`config.mk`:
```
export PLATFORM = sky130hd
export DESIGN_NAME = reset_sequencer_flat
export DESIGN_NICKNAME = d
export VERILOG_FILES = /design/src/rtl/reset_sequencer_if.sv /design/src/rtl/reset_sequencer.sv /design/src/flat_wrapper.sv
export SDC_FILE = /design/constraint.sdc
export NUM_CORES = 1
export LEC_CHECK = 0
export CAP_MARGIN = 10
export CORE_MARGIN = 2
export CORE_UTILIZATION = 59
export CTS_BUF_LIST = sky130_fd_sc_hd__clkbuf_8
export DETAILED_ROUTE_END_ITERATION = 10
export MAX_ROUTING_LAYER = met4
export PLACE_DENSITY = 0.9
export SYNTH_ARGS = -nofsm -noshare
export SYNTH_HDL_FRONTEND = slang
export SYNTH_SLANG_ARGS = --single-unit
```
`constraint.sdc`:
```
create_clock -name clock -period 2.3 [get_ports clock]
set_clock_uncertainty 0.1 [all_clocks]
set_input_delay 0.46 -clock clock [delete_from_list [all_inputs] [get_ports clock]]
set_output_delay 0.46 -clock clock [all_outputs]
set_load 0.02 [all_outputs]
```
`src/rtl/reset_sequencer_if.sv`:
```
// Reset-sequencer handshake: the debounced press pulse in, datapath reset, ready flag and debug counter out.
interface reset_sequencer_if #(
  parameter int COUNT_WIDTH = 8
);
  logic                   press;
  logic                   sys_reset_n;
  logic                   ready;
  logic [COUNT_WIDTH-1:0] reset_count;

  modport master (
    input  press,
    output sys_reset_n,
    output ready,
    output reset_count
  );

  modport slave (
    output press,
    input  sys_reset_n,
    input  ready,
    input  reset_count
  );
endinterface

```
`src/rtl/reset_sequencer.sv`:
```
// Turns a press pulse (or board reset release) into a stretched active-low datapath reset,
// a settle window and a ready flag; counts accepted manual presses with saturation.
module reset_sequencer #(
  parameter int HOLD_CYCLES   = 16,
  parameter int SETTLE_CYCLES = 8,
  parameter int COUNT_WIDTH   = 8
) (
  input  logic              clock,
  input  logic              reset_n,
  reset_sequencer_if.master bus
);

  typedef enum logic [1:0] {
    ASSERT = 2'd0,
    SETTLE = 2'd1,
    READY  = 2'd2
  } state_t;

  localparam logic [15:0] HOLD_LAST   = 16'(HOLD_CYCLES - 1);
  localparam logic [15:0] SETTLE_LAST = 16'(SETTLE_CYCLES - 1);

  state_t                 state;
  state_t                 state_next;
  logic [15:0]            cnt;
  logic [15:0]            cnt_next;
  logic                   press_q;
  logic                   press_event;
  logic                   count_inc;
  logic                   sys_reset_n_d;
  logic                   ready_d;
  logic                   sys_reset_n_q;
  logic                   ready_q;
  logic [COUNT_WIDTH-1:0] count_q;

  // A press held high across many cycles is a single event.
  assign press_event = bus.press & ~press_q;

  // NOTE: clocked state uses non-blocking assignments so every flop samples pre-edge values.
  always_ff @(posedge clock or negedge reset_n) begin
    if (!reset_n) begin
      state   <= ASSERT;
      cnt     <= '0;
      press_q <= 1'b0;
    end else begin
      state   <= state_next;
      cnt     <= cnt_next;
      press_q <= bus.press;
    end
  end

  // NOTE: every comb output gets a default first so no path leaves it unassigned (no latch).
  always_comb begin
    state_next = state;
    cnt_next   = cnt;
    count_inc  = 1'b0;
    case (state)
      ASSERT: begin
        if (cnt == HOLD_LAST) begin
          state_next = SETTLE;
          cnt_next   = '0;
        end else begin
          cnt_next = cnt + 16'd1;
        end
      end
      SETTLE: begin
        // A press beats a simultaneous settle timeout.
        if (press_event) begin
          state_next = ASSERT;
          cnt_next   = '0;
          count_inc  = 1'b1;
        end else if (cnt == SETTLE_LAST) begin
          state_next = READY;
          cnt_next   = '0;
        end else begin
          cnt_next = cnt + 16'd1;
        end
      end
      READY: begin
        cnt_next = '0;
        if (press_event) begin
          state_next = ASSERT;
          count_inc  = 1'b1;
        end
      end
      default: begin
        state_next = ASSERT;
        cnt_next   = '0;
      end
    endcase
  end

  // Outputs decode the next state so they can be registered without an extra cycle of lag.
  always_comb begin
    sys_reset_n_d = (state_next != ASSERT);
    ready_d       = (state_next == READY);
  end

  always_ff @(posedge clock or negedge reset_n) begin
    if (!reset_n) begin
      sys_reset_n_q <= 1'b0;
      ready_q       <= 1'b0;
      count_q       <= '0;
    end else begin
      sys_reset_n_q <= sys_reset_n_d;
      ready_q       <= ready_d;
      if (count_inc && (count_q != {COUNT_WIDTH{1'b1}})) begin
        count_q <= count_q + 1'b1;
      end
    end
  end

  assign bus.sys_reset_n = sys_reset_n_q;
  assign bus.ready       = ready_q;
  assign bus.reset_count = count_q;

endmodule

```
`src/flat_wrapper.sv`:
```
// flat-port wrapper written by rule: the top's interface ports become plain ports
module reset_sequencer_flat 
#(
  parameter int HOLD_CYCLES   = 16,
  parameter int SETTLE_CYCLES = 8,
  parameter int COUNT_WIDTH   = 8
)
  (clock, reset_n, bus_press, bus_sys_reset_n, bus_ready, bus_reset_count);
  reset_sequencer_if #(.COUNT_WIDTH(COUNT_WIDTH)) bus_i ();
  input  logic clock;
  input  logic reset_n;
  input wire logic [$bits(bus_i.press)-1:0] bus_press;
  output wire logic [$bits(bus_i.sys_reset_n)-1:0] bus_sys_reset_n;
  output wire logic [$bits(bus_i.ready)-1:0] bus_ready;
  output wire logic [$bits(bus_i.reset_count)-1:0] bus_reset_count;
  assign bus_i.press = bus_press;
  assign bus_sys_reset_n = bus_i.sys_reset_n;
  assign bus_ready = bus_i.ready;
  assign bus_reset_count = bus_i.reset_count;
  reset_sequencer #(.HOLD_CYCLES(HOLD_CYCLES), .SETTLE_CYCLES(SETTLE_CYCLES), .COUNT_WIDTH(COUNT_WIDTH)) u_core (.clock(clock), .reset_n(reset_n), .bus(bus_i));
endmodule
```
==> run metrics, run 1 <==
Die Wd=53.6 microns; switching share of power=0.340; TritonRoute pass-1 iters=4; H-tree Lvls=2; share of flip-flops with an asynchronous set or reset=1.00; hold_buf cts=0; vias per std cell=5.82; global-route wire length before repair=4.92 mm; synthesized area per cell=10.7 sq um; DRT iter0 DRCs=25; I/O Pins=13; clock root cell=clkbuf_8; top_reg_cell synth=dfrtp_1; fillers=148; register bit total from synthesis=29; RSZ-0062 raised after global routing=no; Ys Warns=0; Reg clk slew, reported paths=0.06 ns; VDD IR-drop max=0.849 mV; clock tree sinks=29; Layout Nets=165; post-route ant nets=0; Detail Placement HPWL=2.11 mm; Net Switching=0.620 mW; Critical Path Start Type=flip-flop; pin count of the biggest net entering global routing=30; setup TNS=0 ns; GRT overflow=0; Final Max Tran Viols=0; GRT Overall Usage=0.264; initial antenna violation count=0; number of enable flip-flop cells after synthesis=0; pwr dens=1050 nW/um^2; Synth top area share=0.500; CP Max Fanout=15; leakage=0.772 nW; Starting Density=0.637; GPL Wtd Cong=0.822; Port Buf Inserts=12; cell area after synthesis=1450 sq um; Setup violations, final=0; post-cts sizing count=0; Via Count=1076; DRC viols=0; Hold Vio Cnt, Final=0; clock buffer depth=2; count leader, synth=dfrtp_1; Core Area=2280 sq um; layout cells sized above 1=0.115; Die Height=53.6 microns; Worst EP required=2.36 ns; row cnt=17; DRT Wirelength=2.95 mm; full die area=2870 sq um; n_diodes=0; Routed WL per cell=16.0 microns; Setup Crit Path Kind=reg -> reg; f_max=464 MHz; synth top area cells=dfrtp_1 50%, xnor2_1 7.9%, nor2_1 5.4%; Final Critical Period=2.16 ns; Worst EP arrival=2.21 ns; Worst Max-Slew Pin Slew=0.560 ns; top cells by count, synth=29 x dfrtp_1, 21 x nor2_1, 13 x xnor2_1, 9 x nand3_1; CTS tree=built; Max Cap Viol=0; worst skew pair latency=0.28 ns; post-synthesis sequential area ratio=0.500; area growth from synthesis to layout=19.9%; status=complete, no violations; Syn Inst Count=135; Pint=1.20 mW; Clk pwr share=0.293; Total Power=1.83 mW; Gate power share=0.314; Synth area leader=dfrtp_1; setup bufs post-CTS=0; Min Hold Slack=0.390 ns; Slew headroom=0.617; final period utilization=0.937; CTS Buf Count=5; Seq pwr share=0.393; vias in the first global route=1095; syn_nets=144; Synth cell types=31; hold crit path type=reg -> reg; critical path endpoint category=flip-flop
==> registers in the layout, indices dropped and copies added, names as in the netlist <==
register,count
u_core.cnt,16
u_core.bus.reset_count,8
u_core.state,2
u_core.bus.ready,1
u_core.bus.sys_reset_n,1
u_core.press_q,1
==> layout by cell type (no fill, tap or decap), types with 2 or more instances in the layout <==
master / instances
a21oi_1: 2
and2_1: 3
and3_1: 3
and4_1: 2
buf_4: 3
clkbuf_8: 6
clkdlybuf4s50_1: 12
dfrtp_1: 29
ha_1: 6
inv_1: 4
nand2_1: 8
nand2b_1: 3
nand3_1: 9
nand3b_1: 2
nand4_1: 3
nor2_1: 21
nor3_1: 3
o21ai_0: 2
or4_4: 2
xnor2_1: 13
xor2_1: 8
==> cell type report <==
class,count,area (sq um),share of cell area
well taps,28,35.0,0.0201
multi-input cells,102,708,0.407
inverters,3,11.3,0.00647
clock buffers,6,82.6,0.0475
clock inverters,2,33.8,0.0194
repair buffers,15,143,0.0820
flip-flops and latches,29,726,0.417
==> final timing paths <==
| check | startpoint | to | slack [ns] | depth (start not counted) |
|---|---|---|---|---|
| setup / recovery | u_core.cnt[12] | u_core.cnt[3] | 0.14 | 5 |
| hold / removal | u_core.cnt[0] | u_core.cnt[0] | 0.39 | 1 |
| setup reg to reg | u_core.cnt[12] | u_core.cnt[3] | 0.14 | 5 |
| hold reg to reg | u_core.cnt[0] | u_core.cnt[0] | 0.39 | 1 |
| max in group asynchronous | reset_n | u_core.state[1] | 1.35 | 2 |
| min in group asynchronous | reset_n | u_core.cnt[1] | 0.47 | 2 |
==> metal layers <==
layer	part of all wire	up-vias	GRT usage
li1	-	505	-
met2	0.54	29	0.447
met4	0.022	0	0.128
met3	0.039	8	0.0917
met1	0.40	534	0.273
met5	0	-	-
==> kinds of logic after synthesis <==
family                   Yosys count  synth area share
AO/OA/AOI/OAI                     10            0.0526
XOR/XNOR                          21             0.127
adder cells (fa/ha/maj)            6            0.0518
buffers and inverters              4            0.0155
flip-flops                        29             0.500
multiplexers                       1           0.00776
AND/OR/NAND/NOR                   64             0.245
==> stage by stage <==
| stage | instance area (sq um) | worst slack, ns | instances | utilization |
|---|---|---|---|---|
| after floorplan | 1450 | 0.258 | 135 | - |
| after global placement | 1620 | 0.209 | 177 | 0.710 |
| after detailed placement | 1620 | 0.117 | 177 | 0.710 |
| after CTS | 1730 | 0.104 | 185 | 0.761 |
| after global routing | 1740 | 0.0305 | 185 | 0.764 |
| final | 1740 | 0.144 | 185 | 0.764 |
==> worst max-delay path, cell delays in order (launching register included) <==
cell and delay, ns:
dfrtp_1 0.43, or4_4 0.59, nor4b_2 0.33, nand2b_1 0.25, o21a_4 0.26, nor2_1 0.07
==> power groups by stage <==
stage | sequential [mW] | clock [mW] | combinational (mW)
floorplan | 0.746 | 0 | 0.345
global placement | 0.711 | 0 | 0.513
detailed placement | 0.724 | 0 | 0.545
CTS | 0.717 | 0.542 | 0.554
global route | 0.730 | 0.571 | 0.634
finish | 0.717 | 0.534 | 0.574
Note: power is estimated with default switching activity, not from simulation.
==> inputs of run 2 (changes only) <==
--- a/config.mk
+++ b/config.mk
@@ -7,11 +7,12 @@
 export LEC_CHECK = 0
 export CAP_MARGIN = 10
 export CORE_MARGIN = 2
-export CORE_UTILIZATION = 59
+export CORE_UTILIZATION = 53
 export CTS_BUF_LIST = sky130_fd_sc_hd__clkbuf_8
 export DETAILED_ROUTE_END_ITERATION = 10
 export MAX_ROUTING_LAYER = met4
-export PLACE_DENSITY = 0.9
+export PLACE_DENSITY = 0.86
 export SYNTH_ARGS = -nofsm -noshare
 export SYNTH_HDL_FRONTEND = slang
 export SYNTH_SLANG_ARGS = --single-unit
+export TNS_END_PERCENT = 5
==> constraint.sdc (replaced) <==
create_clock -name clock -period 1.85 [get_ports clock]
set_clock_uncertainty 0.1 [all_clocks]
set_input_delay 0.37 -clock clock [delete_from_list [all_inputs] [get_ports clock]]
set_output_delay 0.37 -clock clock [all_outputs]
set_load 0.02 [all_outputs]
==> run 2 against run 1 <==
  * The run now ends with setup timing left
  * Power is 29% higher
  * Clock power is 8.4% higher
  * Combinational power is 59% higher
  * Utilization is 0.084 points higher
  * First-iteration DRC count is 92% higher
  * Maximum frequency is 8.7% higher
  * Sequential power is 21% higher
  * Register-to-register slack worse by 0.28 ns
  * Die area is 10% higher
  * Via count is 7.5% higher
  * Wire length is 11% higher
  * Critical endpoint unchanged
  * Largest cell class is now multi-input gates
  * Largest power group is now combinational logic
==> run metrics, run 2 (synthesized netlist as in run 1, its figures left out) <==
Port Buf Inserts=12 (unchanged); failing checks=setup timing; hold crit path type=in -> async; Die Wd=56.3 microns (+5.1%); Pint=1.51 mW (+25%); full die area=3170 sq um (+10%); max incr delay on CP=0.58 ns (about the same); clock tree sinks=29 (unchanged); TritonRoute pass-1 iters=4 (unchanged); CTS Buf Count=5 (unchanged); CTS tree=built; Detail Placement HPWL=2.17 mm (+2.8%); vias per std cell=5.67 (-2.5%); clock buffer depth=2 (unchanged); r2r setup slk=-0.13 ns (-0.28 ns); commonest non-fill, non-tap cell in the layout=dfrtp_1; global-route wire length before repair=5.17 mm (+5.1%); max FFs per register=16 (unchanged); Critical Path Start Type=flip-flop; vias in the first global route=1190 (+8.7%); H-tree Lvls=2 (unchanged); Worst Max-Slew Pin Slew=0.359 ns (-0.201 ns); RSZ-0062 raised after global routing=yes; fillers=156 (+5.4%); pwr dens=1210 nW/um^2 (+16%); Min Hold Slack=0.361 ns (-0.0287 ns); Seq pwr share=0.368 (-0.025); Top reg by flops=u_core.cnt; GRT overflow=0 (unchanged); Worst EP required=1.91 ns (-0.45 ns); final period utilization=1.07 (+0.135); Final Critical Period=1.98 ns (-0.173 ns); setup ws final=-0.133 ns (-0.277 ns); Gate power share=0.387 (+0.073); pin count of the biggest net entering global routing=30 (unchanged); Worst path slowest cell=or4_4; cell total after placement=194 (+9.6%); f_max=504 MHz (+8.7%); Setup Crit Path Kind=reg -> reg; Starting Density=0.570 (-0.0674); switching share of power=0.360 (+0.0206); Reg clk slew, reported paths=0.07 ns (about the same); Layout Nets=182 (+10%); initial antenna violation count=0 (unchanged); DRC viols=0 (unchanged); Worst EP arrival=2.05 ns (-0.16 ns); n_diodes=0 (unchanged); area growth from synthesis to layout=34.3%; VDD IR-drop max=0.952 mV (+12%); post-route ant nets=0 (unchanged); GRT Overall Usage=0.220 (-0.0437); fin cells=204 (+10%); clock root cell=clkbuf_8; Final Max Tran Viols=0 (unchanged); row cnt=18 (+1); Core Area=2540 sq um (+12%); Die Height=56.3 microns (+5.1%); CP Max Fanout=8 (-7); Routed WL per cell=16.0 microns (+0.48%); most frequent cells in the layout=28 x dfrtp_1, 20 x nor2_1, 19 x buf_4; layout cells sized above 1=0.259 (+0.144); Clk pwr share=0.245 (-0.048); leakage=0.915 nW (+18%); Slew headroom=0.761 (+0.143); Via Count=1157 (+7.5%); Setup violations, final=18 (+18); Net Switching=0.851 mW (+37%); critical path endpoint category=flip-flop; DRT iter0 DRCs=48 (+92%); GPL Wtd Cong=0.781 (-5.0%); status=finished, violations left; Cell Chain, Critical Path=or4_4 -> nor4_4 -> buf_4 -> o21a_4 -> nor2_1; hold_buf cts=0 (unchanged); I/O Pins=13 (unchanged); worst skew pair latency=0.28 ns (about the same); Hold Vio Cnt, Final=0 (unchanged); Max Cap Viol=0 (unchanged); DRT Wirelength=3.27 mm (+11%)
[run 2: routing by layer]
metal | track usage | vias to the layer above | wire, microns | part of all wire
met5 | - | - | 0 | 0
met4 | 0.133 | 0 | 85 | 0.026
met3 | 0.0599 | 9 | 110 | 0.034
met2 | 0.355 | 24 | 1700 | 0.52
met1 | 0.243 | 584 | 1380 | 0.42
li1 | - | 540 | - | -
[run 2: layout make-up]
cell class | count | area [sq um] | area share
inverter | 3 | 11.3 | 0.00578
tap | 30 | 37.5 | 0.0193
sequential | 29 | 727 | 0.373
clock buffer | 7 | 96.3 | 0.0495
timing repair buffer | 31 | 272 | 0.139
multi-input combinational | 103 | 798 | 0.410
clock inverter | 1 | 5.00 | 0.00257
[run 2: repair_timing]
action,in CTS,in global routing
pin swaps,10,8
resized for setup,2,11
setup buffers,0,1
hold endpoints to repair,0,0
setup endpoints to repair,20,29
gates cloned,1,0
[run 2: path summary, 6_finish.rpt]
check	cells after the start	from	end
min in group clock	1	u_core.cnt[0]	u_core.cnt[0]
max in group asynchronous	2	reset_n	u_core.state[1]
setup / recovery	5	u_core.cnt[4]	u_core.cnt[3]
setup reg to reg	5	u_core.cnt[4]	u_core.cnt[3]
hold / removal	2	reset_n	u_core.state[0]
hold reg to reg	1	u_core.cnt[0]	u_core.cnt[0]
[run 2: critical path, delay by kind of cell (launching register included)]
kind,cells,cell delay [ns]
flip-flops,1,0.38
AND/OR/NAND/NOR,3,1.00
AO/OA/AOI/OAI,1,0.19
buffers and inverters,1,0.20
[run 2: power groups by stage]
stage               registers (mW)  clock network [mW]  logic [mW]
detailed placement           0.872                   0       0.802
CTS                          0.862               0.579       0.856
global placement             0.863                   0       0.768
finish                       0.870               0.579       0.914
floorplan                    0.929                   0       0.483
global route                 0.885               0.612       0.987
[run 2: metrics by stage]
step	setup slack, ns	instance area [sq um]	TNS [ns]	power [mW]	utilization
finish	-0.133	1950	-1.93	2.36	0.765
global route	-0.196	1950	-3.33	2.48	0.765
CTS	-0.105	1890	-1.14	2.30	0.741
detailed placement	-0.122	1770	-2.10	1.67	0.696
global placement	-0.0679	1770	-0.915	1.63	0.696
floorplan	-0.0727	1490	-0.820	1.41	-
==> inputs of run 3 (changes only) <==
--- a/config.mk
+++ b/config.mk
@@ -9,6 +9,7 @@
 export CORE_MARGIN = 2
 export CORE_UTILIZATION = 53
 export CTS_BUF_LIST = sky130_fd_sc_hd__clkbuf_8
+export CTS_CLUSTER_DIAMETER = 30
 export DETAILED_ROUTE_END_ITERATION = 10
 export MAX_ROUTING_LAYER = met4
 export PLACE_DENSITY = 0.86
==> results of run 3 <==
Same layout as run 2: the final DEF is identical, and so are final timing and power.
==> variant, RTL diff (config.mk and constraints of run 1) <==
The 3 states of `state_t` get a one-hot encoding in 3 bits.
--- a/src/rtl/reset_sequencer.sv
+++ b/src/rtl/reset_sequencer.sv
@@ -12,6 +12,6 @@
 
-  typedef enum logic [1:0] {
-    ASSERT = 2'd0,
-    SETTLE = 2'd1,
-    READY  = 2'd2
+  typedef enum logic [2:0] {
+    ASSERT = 3'b001,
+    SETTLE = 3'b010,
+    READY  = 3'b100
   } state_t;
Formal check against the unedited RTL: same outputs for any inputs over 10 cycles, from zero or initial values and one cycle with reset_n low; not proved beyond that.
==> variant against run 1 <==
Synthesized area is 0.43% higher; critical path depth is 1 lower; wire length is 1.8% higher; non-clock buffer count is 1 higher; power is 17% lower; sequential cell count is 1 higher; sequential share of layout area is 1.3 points higher; setup slack better by 0.20 ns; final area is 0.50% higher; die area is 0.41% higher.
==> variant: results <==
export IMPL_grt_util_met2=0.407
export IMPL_nFillCells=169
export IMPL_wl_met2_um=1480
export IMPL_num_multi_input_gates=105
export IMPL_min_delay_start="u_core.bus.reset_count[7]$_DFFE_PN0P_"
export IMPL_wl_met3_um=190
export IMPL_cpMaxStageDelayCell="a21oi_2"
export IMPL_dp_hpwl_um=1920
export IMPL_netlist_instances=140
export IMPL_clk_share=0.0630
export IMPL_insertion_delay_ns=0.28
export IMPL_p_leak_uw=0.000791
export IMPL_postPlaceCellArea_um2=1630
export IMPL_synth_cell_types=32
export IMPL_worstMarginPinSlew_ns=0.617
export IMPL_timing_rr_end="u_core.cnt[10]$_DFF_PN0_"
export IMPL_cts_root_buf="clkbuf_8"
export IMPL_multi_input_area_share=0.393
export IMPL_yosys_top_cells_area="dfrtp_1, xnor2_1, xor2_1"
export IMPL_multi_input_area_um2=687
export IMPL_hold_ws_ns=0.401
export IMPL_grt_pass1_vias=1140
export IMPL_buffers=16
export IMPL_vias_per_cell=5.99
export IMPL_rr_worst_depth=4
export IMPL_yosys_top_cells_count="dfrtp_1, nor2_1, xnor2_1, xor2_1"
export IMPL_cp_slowest_stage_delay_ns=0.54
export IMPL_dr_first_iter_drc_count=33
export IMPL_met3_usage=0.0833
export IMPL_seq_share=0.430
export IMPL_routabilityCongestion=0.899
export IMPL_clkbuf_count=8
export IMPL_ir_drop_uv=871
export IMPL_buf_share=0.0859
export IMPL_status="complete, no violations"
export IMPL_holdPathEnd="u_core.bus.reset_count[7]$_DFFE_PN0P_"
export IMPL_dpl_worst_slack_ns=-0.143
export IMPL_rrSetupSlack_ns=0.34
export IMPL_cp_max_fo=13
export IMPL_fin_nets=166
export IMPL_grt_use_met1=0.316
export IMPL_critPathArrivalTime_ns=1.99
export IMPL_syn_num_nets=145
export IMPL_drt_met1_wl_um=1240
export IMPL_track_usage=0.268
export IMPL_num_vias=1151
export IMPL_layout_drive_gt1_share=0.142
[variant: logic make-up after synthesis]
kind of cell    Yosys count  synth area share
xor+xnor                 20             0.120
buf+inv                   5            0.0146
compound gates           12            0.0576
flops                    30             0.516
simple gates             70             0.266
mux                       1           0.00773
fa+ha+maj                 2            0.0172
[variant: worst max-delay path by stage]
| stage | endpoint | slack [ns] |
|---|---|---|
| final | u_core.cnt[10]$_DFF_PN0_ | 0.34 |
| after global routing | u_core.cnt[14]$_DFF_PN0_ | 0.20 |
| after CTS | u_core.cnt[10]$_DFF_PN0_ | 0.07 |
| after detailed placement | u_core.cnt[7]$_DFF_PN0_ | -0.14 |
| after global placement | u_core.cnt[12]$_DFF_PN0_ | 0.03 |
| after floorplan | u_core.bus.reset_count[1]$_DFFE_PN0P_ | 0.60 |
[variant: where the power goes]
part           total, uW  internal, uW  leakage (uW)  switching (uW)
logic                337           149      0.000330             188
registers            683           594      0.000404            88.2
clock network        498           302     0.0000575             196
total               1520          1050      0.000791             472
